File: src/rtl/mc_config_loader_pkg.sv
// Shared definitions for the macrocell configuration loader and the array wrapper
// that slices configuration words into cellcore mux inputs.
package mc_cfg_pkg;

  localparam int         CFG_W    = 20;
  localparam logic [7:0] HDR_SYNC = 8'hA5;

  typedef enum logic [2:0] {
    ST_IDLE,
    ST_HDR,
    ST_WORD,
    ST_PAR,
    ST_COMMIT,
    ST_DONE,
    ST_ERR
  } state_e;

  // Field layout of one configuration word; pt1 sits at bit 0 (first bit received).
  typedef struct packed {
    logic [1:0] gclk;
    logic [2:0] oe;
    logic       o;
    logic       fb;
    logic       storage;
    logic       d;
    logic       xor_inv;
    logic       xor_b;
    logic       xor_a;
    logic       pt5_func;
    logic       pt4_func;
    logic       gclr;
    logic       pt5;
    logic       pt4;
    logic       pt3;
    logic       pt2;
    logic       pt1;
  } cfg_fields_t;

endpackage

File: src/rtl/mc_config_loader_cfg_shifter.sv
// Indexed bit writer: places each loaded bit at the position given by its bit counter
// and keeps a running parity over the bits loaded since the last clear.
module cfg_shifter #(
  parameter int W = 20
) (
  input  logic         clk,
  input  logic         rst,
  input  logic         clear,
  input  logic         load,
  input  logic         bit_in,
  output logic [W-1:0] word,
  output logic         last,
  output logic         parity
);

  localparam int CW = $clog2(W);

  logic [W-1:0]  word_q, word_d;
  logic [CW-1:0] cnt_q, cnt_d;
  logic          par_q, par_d;

  always_ff @(posedge clk) begin
    if (rst) begin
      word_q <= '0;
      cnt_q  <= '0;
      par_q  <= 1'b0;
    end else begin
      word_q <= word_d;
      cnt_q  <= cnt_d;
      par_q  <= par_d;
    end
  end

  // The word itself is never cleared, so it keeps the last value written until overwritten.
  always_comb begin
    word_d = word_q;
    cnt_d  = cnt_q;
    par_d  = par_q;
    if (clear) begin
      cnt_d = '0;
      par_d = 1'b0;
    end else if (load) begin
      word_d[cnt_q] = bit_in;
      par_d         = par_q ^ bit_in;
      cnt_d         = cnt_q + 1'b1;
    end
  end

  assign word   = word_q;
  assign last   = (cnt_q == CW'(W - 1));
  assign parity = par_q;

endmodule

File: src/rtl/mc_config_loader.sv
// Serial configuration sequencer: checks a framed fuse bitstream (header, words, parity)
// and issues one write strobe per macrocell configuration word.
module mc_config_loader
  import mc_cfg_pkg::*;
#(
  parameter int         NUM_MC = 16,
  parameter int         CFG_W  = mc_cfg_pkg::CFG_W,
  parameter logic [7:0] HDR    = HDR_SYNC,
  localparam int        AW     = (NUM_MC > 1) ? $clog2(NUM_MC) : 1
) (
  input  logic             clk_v,
  input  logic             rst_v,
  input  logic             start_v,
  input  logic             bit_v,
  input  logic             bit_valid_v,
  output logic             bit_ready_v,
  output logic [CFG_W-1:0] cfg_word_v,
  output logic [AW-1:0]    cfg_addr_v,
  output logic             cfg_we_v,
  output logic             busy_v,
  output logic             done_v,
  output logic             err_v
);

  state_e        state_q, state_d;
  logic [AW-1:0] addr_q, addr_d;
  logic [7:0]    hdr_q, hdr_d;
  logic [2:0]    hdr_cnt_q, hdr_cnt_d;
  logic [7:0]    hdr_next;
  logic          xfer;
  logic          sh_clear, sh_load, sh_last, sh_parity;

  always_ff @(posedge clk_v) begin
    if (rst_v) begin
      state_q   <= ST_IDLE;
      addr_q    <= '0;
      hdr_q     <= '0;
      hdr_cnt_q <= '0;
    end else begin
      state_q   <= state_d;
      addr_q    <= addr_d;
      hdr_q     <= hdr_d;
      hdr_cnt_q <= hdr_cnt_d;
    end
  end

  assign bit_ready_v = (state_q == ST_HDR) || (state_q == ST_WORD) || (state_q == ST_PAR);
  assign xfer        = bit_valid_v && bit_ready_v;
  assign hdr_next    = {hdr_q[6:0], bit_v};

  always_comb begin
    state_d   = state_q;
    addr_d    = addr_q;
    hdr_d     = hdr_q;
    hdr_cnt_d = hdr_cnt_q;
    sh_clear  = 1'b0;
    sh_load   = 1'b0;
    case (state_q)
      ST_IDLE, ST_DONE, ST_ERR: begin
        if (start_v) begin
          state_d   = ST_HDR;
          addr_d    = '0;
          hdr_d     = '0;
          hdr_cnt_d = '0;
          sh_clear  = 1'b1;
        end
      end
      ST_HDR: begin
        if (xfer) begin
          hdr_d     = hdr_next;
          hdr_cnt_d = hdr_cnt_q + 3'd1;
          if (hdr_cnt_q == 3'd7) begin
            state_d = (hdr_next == HDR) ? ST_WORD : ST_ERR;
          end
        end
      end
      ST_WORD: begin
        if (xfer) begin
          sh_load = 1'b1;
          if (sh_last) begin
            state_d = ST_PAR;
          end
        end
      end
      ST_PAR: begin
        // Even parity: data parity XOR the parity bit must come out zero.
        if (xfer) begin
          state_d = (sh_parity ^ bit_v) ? ST_ERR : ST_COMMIT;
        end
      end
      ST_COMMIT: begin
        if (addr_q == AW'(NUM_MC - 1)) begin
          state_d = ST_DONE;
        end else begin
          addr_d   = addr_q + 1'b1;
          sh_clear = 1'b1;
          state_d  = ST_WORD;
        end
      end
      default: state_d = ST_IDLE;
    endcase
  end

  cfg_shifter #(.W(CFG_W)) u_shifter (
    .clk    (clk_v),
    .rst    (rst_v),
    .clear  (sh_clear),
    .load   (sh_load),
    .bit_in (bit_v),
    .word   (cfg_word_v),
    .last   (sh_last),
    .parity (sh_parity)
  );

  // A reset landing on the commit cycle must not let the strobe escape.
  assign cfg_we_v   = (state_q == ST_COMMIT) && !rst_v;
  assign cfg_addr_v = addr_q;
  assign busy_v     = (state_q == ST_HDR) || (state_q == ST_WORD) ||
                      (state_q == ST_PAR) || (state_q == ST_COMMIT);
  assign done_v     = (state_q == ST_DONE);
  assign err_v      = (state_q == ST_ERR);

endmodule

File: config.mk
export PLATFORM = sky130hd
export DESIGN_NAME = mc_config_loader
export DESIGN_NICKNAME = d
export VERILOG_FILES = /design/src/rtl/mc_config_loader_pkg.sv /design/src/rtl/mc_config_loader_cfg_shifter.sv /design/src/rtl/mc_config_loader.sv
export SDC_FILE = /design/constraint.sdc
export NUM_CORES = 1
export LEC_CHECK = 0
export ABC_AREA = 1
export BUFFER_PORTS_ARGS = -buffer_cell sky130_fd_sc_hd__clkbuf_2
export CAP_MARGIN = 20
export CORE_UTILIZATION = 45
export DETAILED_ROUTE_END_ITERATION = 16
export GPL_TIMING_DRIVEN = 0
export PLACE_DENSITY = 0.7
export SYNTH_ARGS = -nofsm -noshare
export SYNTH_HDL_FRONTEND = slang
export SYNTH_SLANG_ARGS = --single-unit
File: constraint.sdc
create_clock -name clk_v -period 1.3 [get_ports clk_v]
set_input_delay 0.26 -clock clk_v [delete_from_list [all_inputs] [get_ports clk_v]]
set_output_delay 0.26 -clock clk_v [all_outputs]
set_load 0.01 [all_outputs]
== Word level (Yosys, flattened, before mapping) ==
Index checks and enable logic that the tools add are counted.

* Add/sub/neg operators: 3
* Magnitude comparators: 2
* Equality and inequality tests: 17
* Mux-type cells: 27
* Bitwise logic cells: 2
* Reductions and logical operators: 16

{| class="wikitable"
|+ Operator list
! cell !! count
|-
| $mux W3 || 10
|-
| $bwmux W20 || 1
|-
| $pmux W3 S5 || 1
|-
| $mux W7 || 2
|-
| $ne A2 B2 Y1 const B || 7
|-
| $pmux W7 S2 || 1
|-
| $eq A3 B3 Y1 const B || 4
|-
| $eq A8 B8 Y1 const B || 1
|-
| $mux W4 || 2
|-
| $pmux W4 S2 || 1
|-
| $eq A3 B2 Y1 const B || 2
|-
| $lt A5 B6 Y1 const B || 1
|-
| $pmux W3 S2 || 1
|-
| $reduce_and A3 Y1 || 2
|-
| $reduce_and A6 Y1 || 1
|-
| $add A5 B1 Y5 const B || 1
|-
| $demux W1 S5 || 1
|-
| $eq A5 B5 Y1 const B || 1
|-
| $ge A5 B1 Y1 const B || 1
|-
| $mux W1 || 5
|-
| $add A4 B1 Y4 const B || 1
|-
| $eq A4 B4 Y1 const B || 1
|-
| $reduce_bool A2 Y1 || 2
|-
| $add A3 B1 Y3 const B || 1
|-
| other kinds (12) || 16
|}

* Bits in registers: 43
* Output and inout bits: 29
* Logic and storage cells: 74

== Longest topological paths before layout ==
* Depth in word-level cells: 7
* Gate-level depth with buffers: 10
* Mapped depth without buffers: 9

== By module ==
A second synthesis with hierarchy kept.

* Cell total of the unflattened synthesis: 334
* Area, all modules: 2274.7 um2

{| class="wikitable"
|+ By module, submodules not included
! module !! times used !! cells an instance !! area an instance (um2) !! seq. area each (um2)
|-
| cfg_shifter || 1 || 181 || 1208.7 || 520.5
|-
| mc_config_loader || 1 || 153 || 1066.0 || 340.3
|}

== Least setup slack after synthesis ==
Ideal clock, no wire load.

* Kind: reg-to-reg
* Start point: reg state_q[2]
* End point: reg u_shifter.word_q[3] (netlist: u_shifter.word[3])
* Setup time: 0.133 ns
* Arrival time: 1.178 ns
* Path slack: -0.011 ns
* Stages on the path, launching flop included: 9
* Period minus slack after synthesis: 1.311 ns
* Cells stage by stage: dfxtp_1 > inv_2 > nand2_1 > nor2_4 > nand2_8 > nor2_8 > inv_2 > o21ai_0 > a21oi_1

* Longest elaborated chain between the ends: 7

{| class="wikitable"
|+ Ends and longest elaborated chain
! what !! line !! RTL
|-
| from (decl) || mc_config_loader.sv:25 || <nowiki>state_e state_q, state_d;</nowiki>
|-
| from (signal assigned) || mc_config_loader.sv:40 || <nowiki>state_q <= state_d;</nowiki>
|-
| $eq A3 B1 Y1 / $eq A3 B2 Y1 (equally long branches) || mc_config_loader.sv:47, mc_config_loader.sv:58 ||
|-
| $logic_or A1 B1 Y1 (2 in series) || mc_config_loader.sv:47 || <nowiki>assign bit_ready_v = (state_q == ST_HDR) || (state_q == ST_WORD) || (state_q == ST_PAR);</nowiki>
|-
| $logic_and A1 B1 Y1 || mc_config_loader.sv:48 || <nowiki>assign xfer = bit_valid_v && bit_ready_v;</nowiki>
|-
| $mux W1 || mc_config_loader.sv:78 || <nowiki>if (xfer) begin</nowiki>
|-
| $mux W1 || mc_config_loader.sv:58 || <nowiki>case (state_q)</nowiki>
|-
| $reduce_and A2 Y1 (no source line) (*) || -- ||
|-
| to (signal assigned) || mc_config_loader_cfg_shifter.sv:28 || <nowiki>word_q <= word_d;</nowiki>
|-
| to (decl) || mc_config_loader_cfg_shifter.sv:18 || <nowiki>logic [W-1:0] word_q, word_d;</nowiki>
|}

Every way passes the cells marked *; elsewhere a longest branch is shown, timed or not.
A chain may end at the register's enable or synchronous reset.

== Worst setup path after layout ==
* Start point: reg state_q[1]
* End point: reg hdr_q[2]

* Longest elaborated chain between the ends: 6

{| class="wikitable"
|+ Ends and longest elaborated chain
! what !! line !! RTL
|-
| $eq A3 B1 Y1 / $eq A3 B2 Y1 (equally long branches) || mc_config_loader.sv:47, mc_config_loader.sv:58 ||
|-
| $logic_or A1 B1 Y1 (2 in series) || mc_config_loader.sv:47 ||
|-
| $logic_and A1 B1 Y1 || mc_config_loader.sv:48 ||
|-
| $ne A2 B2 Y1 (no source line) || -- ||
|-
| $reduce_and A3 Y1 (no source line) || -- ||
|-
| to (signal assigned) || mc_config_loader.sv:42 || <nowiki>hdr_q <= hdr_d;</nowiki>
|-
| to (decl) || mc_config_loader.sv:27 || <nowiki>logic [7:0] hdr_q, hdr_d;</nowiki>
|}

Parallel ways exist; a longest one is shown, timed or not.

==> results.txt <==
----------------------------------------------------
[Detailed routing]
  Vias per std cell ... around 5
  Detailed Route Iter0 Violations ... 174
  Routed length per instance ... roughly 13 um
  ANT nets after route ... 0
  Detailed-routing iteration count for the pre-antenna-repair pass ... 4
  Total Wirelength ... 5630 um
  Number of vias after detailed routing ... ~2200
  Post-detailed-route DRC marker count ... 0

[Clock network]
  Root buffer cell ... sky130_fd_sc_hd__clkbuf_8
  Reg clk slew, reported paths ... 0.08 ns
  Number of buffers between clock root and the deepest sink ... 2
  TritonCTS sink count ... 43
  Latest clock arrival within the worst-skew pair ... 0.30 ns
  Clock buffers created by TritonCTS ... 5
  TritonCTS clock tree ... done
  Number of H-tree branching levels ... 2

[Global route]
  Largest net degree at the start of global routing ... 14
  Vias in the first global route ... 2089
  Remaining global-route overflow ... 0
  Global-route wire length before repair ... 9250 um
  Number of antenna violations at the first check in global routing ... 0
  Total GRT Usage ... 22.7%

[Floorplan]
  Std-Cell Rows ... 25
  Core area ... 4790 um2
  Number of primary I/O pins ... 34
  Die area ... 5310 um2
  Die Span X ... 72.9 um
  Overall die height ... approximately 73 um
  Starting Density ... 47.2%

[Cells and area]
  Sequential cell area ... 877 um2
  Fill cell instance count of the final layout ... roughly 420
  Commonest cells after routing, fill and taps aside ... 62 x sky130_fd_sc_hd__nand2_1, 36 x sky130_fd_sc_hd__dfxtp_1, 34 x sky130_fd_sc_hd__inv_1
  Nets ... 389
  Leading cell type in the layout, fill and taps excluded ... sky130_fd_sc_hd__nand2_1
  Post-synthesis to final-layout area growth ... 31.7%
  Footprint of the multi-input gates ... 1390 um2
  Number of diodes ... 0
  Proportion of layout cells with a drive suffix above 1 ... around 33%

[Placement]
  RD Place Congestion ... 0.832
  Number of port buffers ... 32
  Post-DP HPWL ... 3660 um
  Setup WS pre-CTS ... -0.284 ns

[Logic synthesis]
  Fraction of the yosys area taken by sequential cells ... a little under two fifths
  Synthesized instance count ... between 300 and 400
  Post-Syn Area per Cell ... 7.04 um2
  Net count of the mapped netlist ... about 330
  Synth unique cells ... 25
  Cell area after synthesis ... around 2300 um2
  Synthesized flop and latch total ... 43
  Number of warnings issued by yosys ... 0

[Worst setup path]
  Arr. time, crit path ... 1.62 ns
  Type of element launching the critical path ... flip-flop
  Worst setup path class ... flip-flop to flip-flop
  Maximum fanout encountered on the critical timing path ... 10
  CP Capture Type ... flip-flop
  Data required time of the worst path ... 1.48 ns

[Power and ir drop]
  Power Internal ... 2.90 mW
  Power per cell area ... 1710 nW/um2
  Fraction of power spent switching nets ... approximately 43%
  Share of total power in sequential cells ... ~34%
  Static leakage power ... 1.35 nW
  Maximum ir drop on the vdd rail ... 1070 uV
  Combinational share of power ... 49.3%
  Switching power total ... 2.19 mW
  Clk network pwr share ... 16.8%

[Timing]
  Worst rel slew slack ... 53.5%
  Transition at the pin with the smallest max-transition slack ... around 0.70 ns
  Clock period minus final worst setup slack ... 1.45 ns
  Total negative setup slack ... -3.35 ns
  Finish-stage setup viols ... 44
  Period utilization ... 111%
  Fin worst setup slack ... -0.148 ns
  Endpoints failing hold ... 0
  Number of max-slew violations in the final report ... 0
  RSZ-0062 raised after global routing ... yes
  Layout Skew ... 0.00610 ns
  Highest clock frequency the design can meet ... between 0.6 and 0.7 GHz

[Status]
  Run status ... finished, violations left
  Violations in the final reports ... setup timing

[Worst hold path]
  Kind of path behind the tightest hold check ... input port to flip-flop

[Run]
  Maxcap violations ... 0

----------------------------------------------------
-- state kept, by name, indices dropped and copies added (netlist names) --
signal,flops
u_shifter.cnt_q,5
state_q,3
cfg_addr_v,4
hdr_cnt_q,3
u_shifter.word,20
hdr_q,7
u_shifter.parity,1
-- power by group through the flow --
stage	registers (mW)	clock network, mW	logic [mW]
4_1_cts	1.71	0.873	2.38
2_1_floorplan	1.69	0	1.52
5_1_grt	1.76	0.938	2.79
3_3_place_gp	1.71	0	1.88
3_5_place_dp	1.72	0	1.90
6_report	1.72	0.854	2.51
-- critical path, stage by stage, from the launching register on --
cell and delay [ns]:
sky130_fd_sc_hd__dfxtp_4 0.39, sky130_fd_sc_hd__inv_4 0.11, sky130_fd_sc_hd__nand3_2 0.18, sky130_fd_sc_hd__nor2_4 0.17, sky130_fd_sc_hd__a21oi_4 0.06, sky130_fd_sc_hd__buf_4 0.14, sky130_fd_sc_hd__nand2_4 0.11, sky130_fd_sc_hd__nand2_1 0.07
sky130_fd_sc_hd__nand2_1 0.06, sky130_fd_sc_hd__nor2_1 0.04
-- cell usage after synthesis --
cell type / number / share of area (%)
sky130_fd_sc_hd__nor2_4: 1 / 0.50
sky130_fd_sc_hd__nand3_1: 31 / 6.9
sky130_fd_sc_hd__nor3_1: 21 / 4.7
sky130_fd_sc_hd__nand2_2: 2 / 0.55
sky130_fd_sc_hd__dfxtp_1: 43 / 38
sky130_fd_sc_hd__nor2_1: 32 / 5.3
sky130_fd_sc_hd__o21bai_1: 1 / 0.33
sky130_fd_sc_hd__nand4_2: 1 / 0.55
sky130_fd_sc_hd__clkbuf_1: 7 / 1.2
sky130_fd_sc_hd__nor2_8: 4 / 3.5
sky130_fd_sc_hd__nand4_1: 1 / 0.28
sky130_fd_sc_hd__xor2_1: 4 / 1.6
sky130_fd_sc_hd__o21ai_1: 2 / 0.44
sky130_fd_sc_hd__o21ai_0: 13 / 2.9
sky130_fd_sc_hd__nand2_8: 1 / 0.89
sky130_fd_sc_hd__inv_2: 8 / 1.3
sky130_fd_sc_hd__buf_2: 1 / 0.22
sky130_fd_sc_hd__nor2_2: 2 / 0.55
sky130_fd_sc_hd__buf_6: 2 / 1.0
sky130_fd_sc_hd__nand3_2: 3 / 1.3
sky130_fd_sc_hd__inv_1: 35 / 5.8
sky130_fd_sc_hd__ha_1: 7 / 3.9
sky130_fd_sc_hd__nand2_1: 69 / 11
sky130_fd_sc_hd__a21oi_1: 29 / 6.4
sky130_fd_sc_hd__a21oi_2: 1 / 0.39
-- area by class of cell --
class / count / area share [%]
clock buffers: 6 / 2.44
flip-flops and latches: 43 / 29.5
well taps: 67 / 2.82
multi-input cells: 225 / 46.7
repair buffers: 50 / 10.5
plain buffers: 9 / 1.77
clock inverters: 2 / 0.420
inverters: 43 / 5.93
-- timing repair --
action                                  CTS  global route
gates cloned                              2             0
hold buffers                              0             0
pin swaps                                17            12
endpoints found under the setup margin   48            48
setup buffers                            15             1
gates resized for setup                  53            24
-- per-layer routing --
metal	share of wire, %	global-route usage (%)	vias to the layer above
met5	0	0	-
met2	50	38.9	40
met4	1.3	8.50	0
met3	4.0	4.56	7
li1	-	-	1153
met1	44	28.1	1029
-- metrics by stage --
stage	power, mW	util, %	std cells	hold slack (ns)	instance area, um2
after floorplan	3.21	-	321	0.451	2260
after detailed placement	3.61	52.3	420	0.466	2500
final	5.08	62.2	445	0.381	2980
after CTS	4.97	60.4	445	0.373	2890
after global placement	3.59	52.3	420	0.461	2500
after global routing	5.48	62.2	445	0.391	2980
-- worst paths after layout --
check                          from           endpoint  slack [ns]  cells after the start
setup / recovery         state_q[1]           hdr_q[2]       -0.15                      9
hold / removal                bit_v   u_shifter.parity        0.38                      4
setup reg to reg         state_q[1]           hdr_q[2]       -0.15                      9
hold reg to reg   u_shifter.word[5]  u_shifter.word[5]        0.47                      2
-- kinds of logic after synthesis --
group	Yosys count	synth area share (%)
compound gates	46	10.5
fa+ha+maj	7	3.88
flops	43	38.1
buf+inv	53	9.52
simple gates	168	36.5
xor+xnor	4	1.55
(Power assumes the default switching activity.)
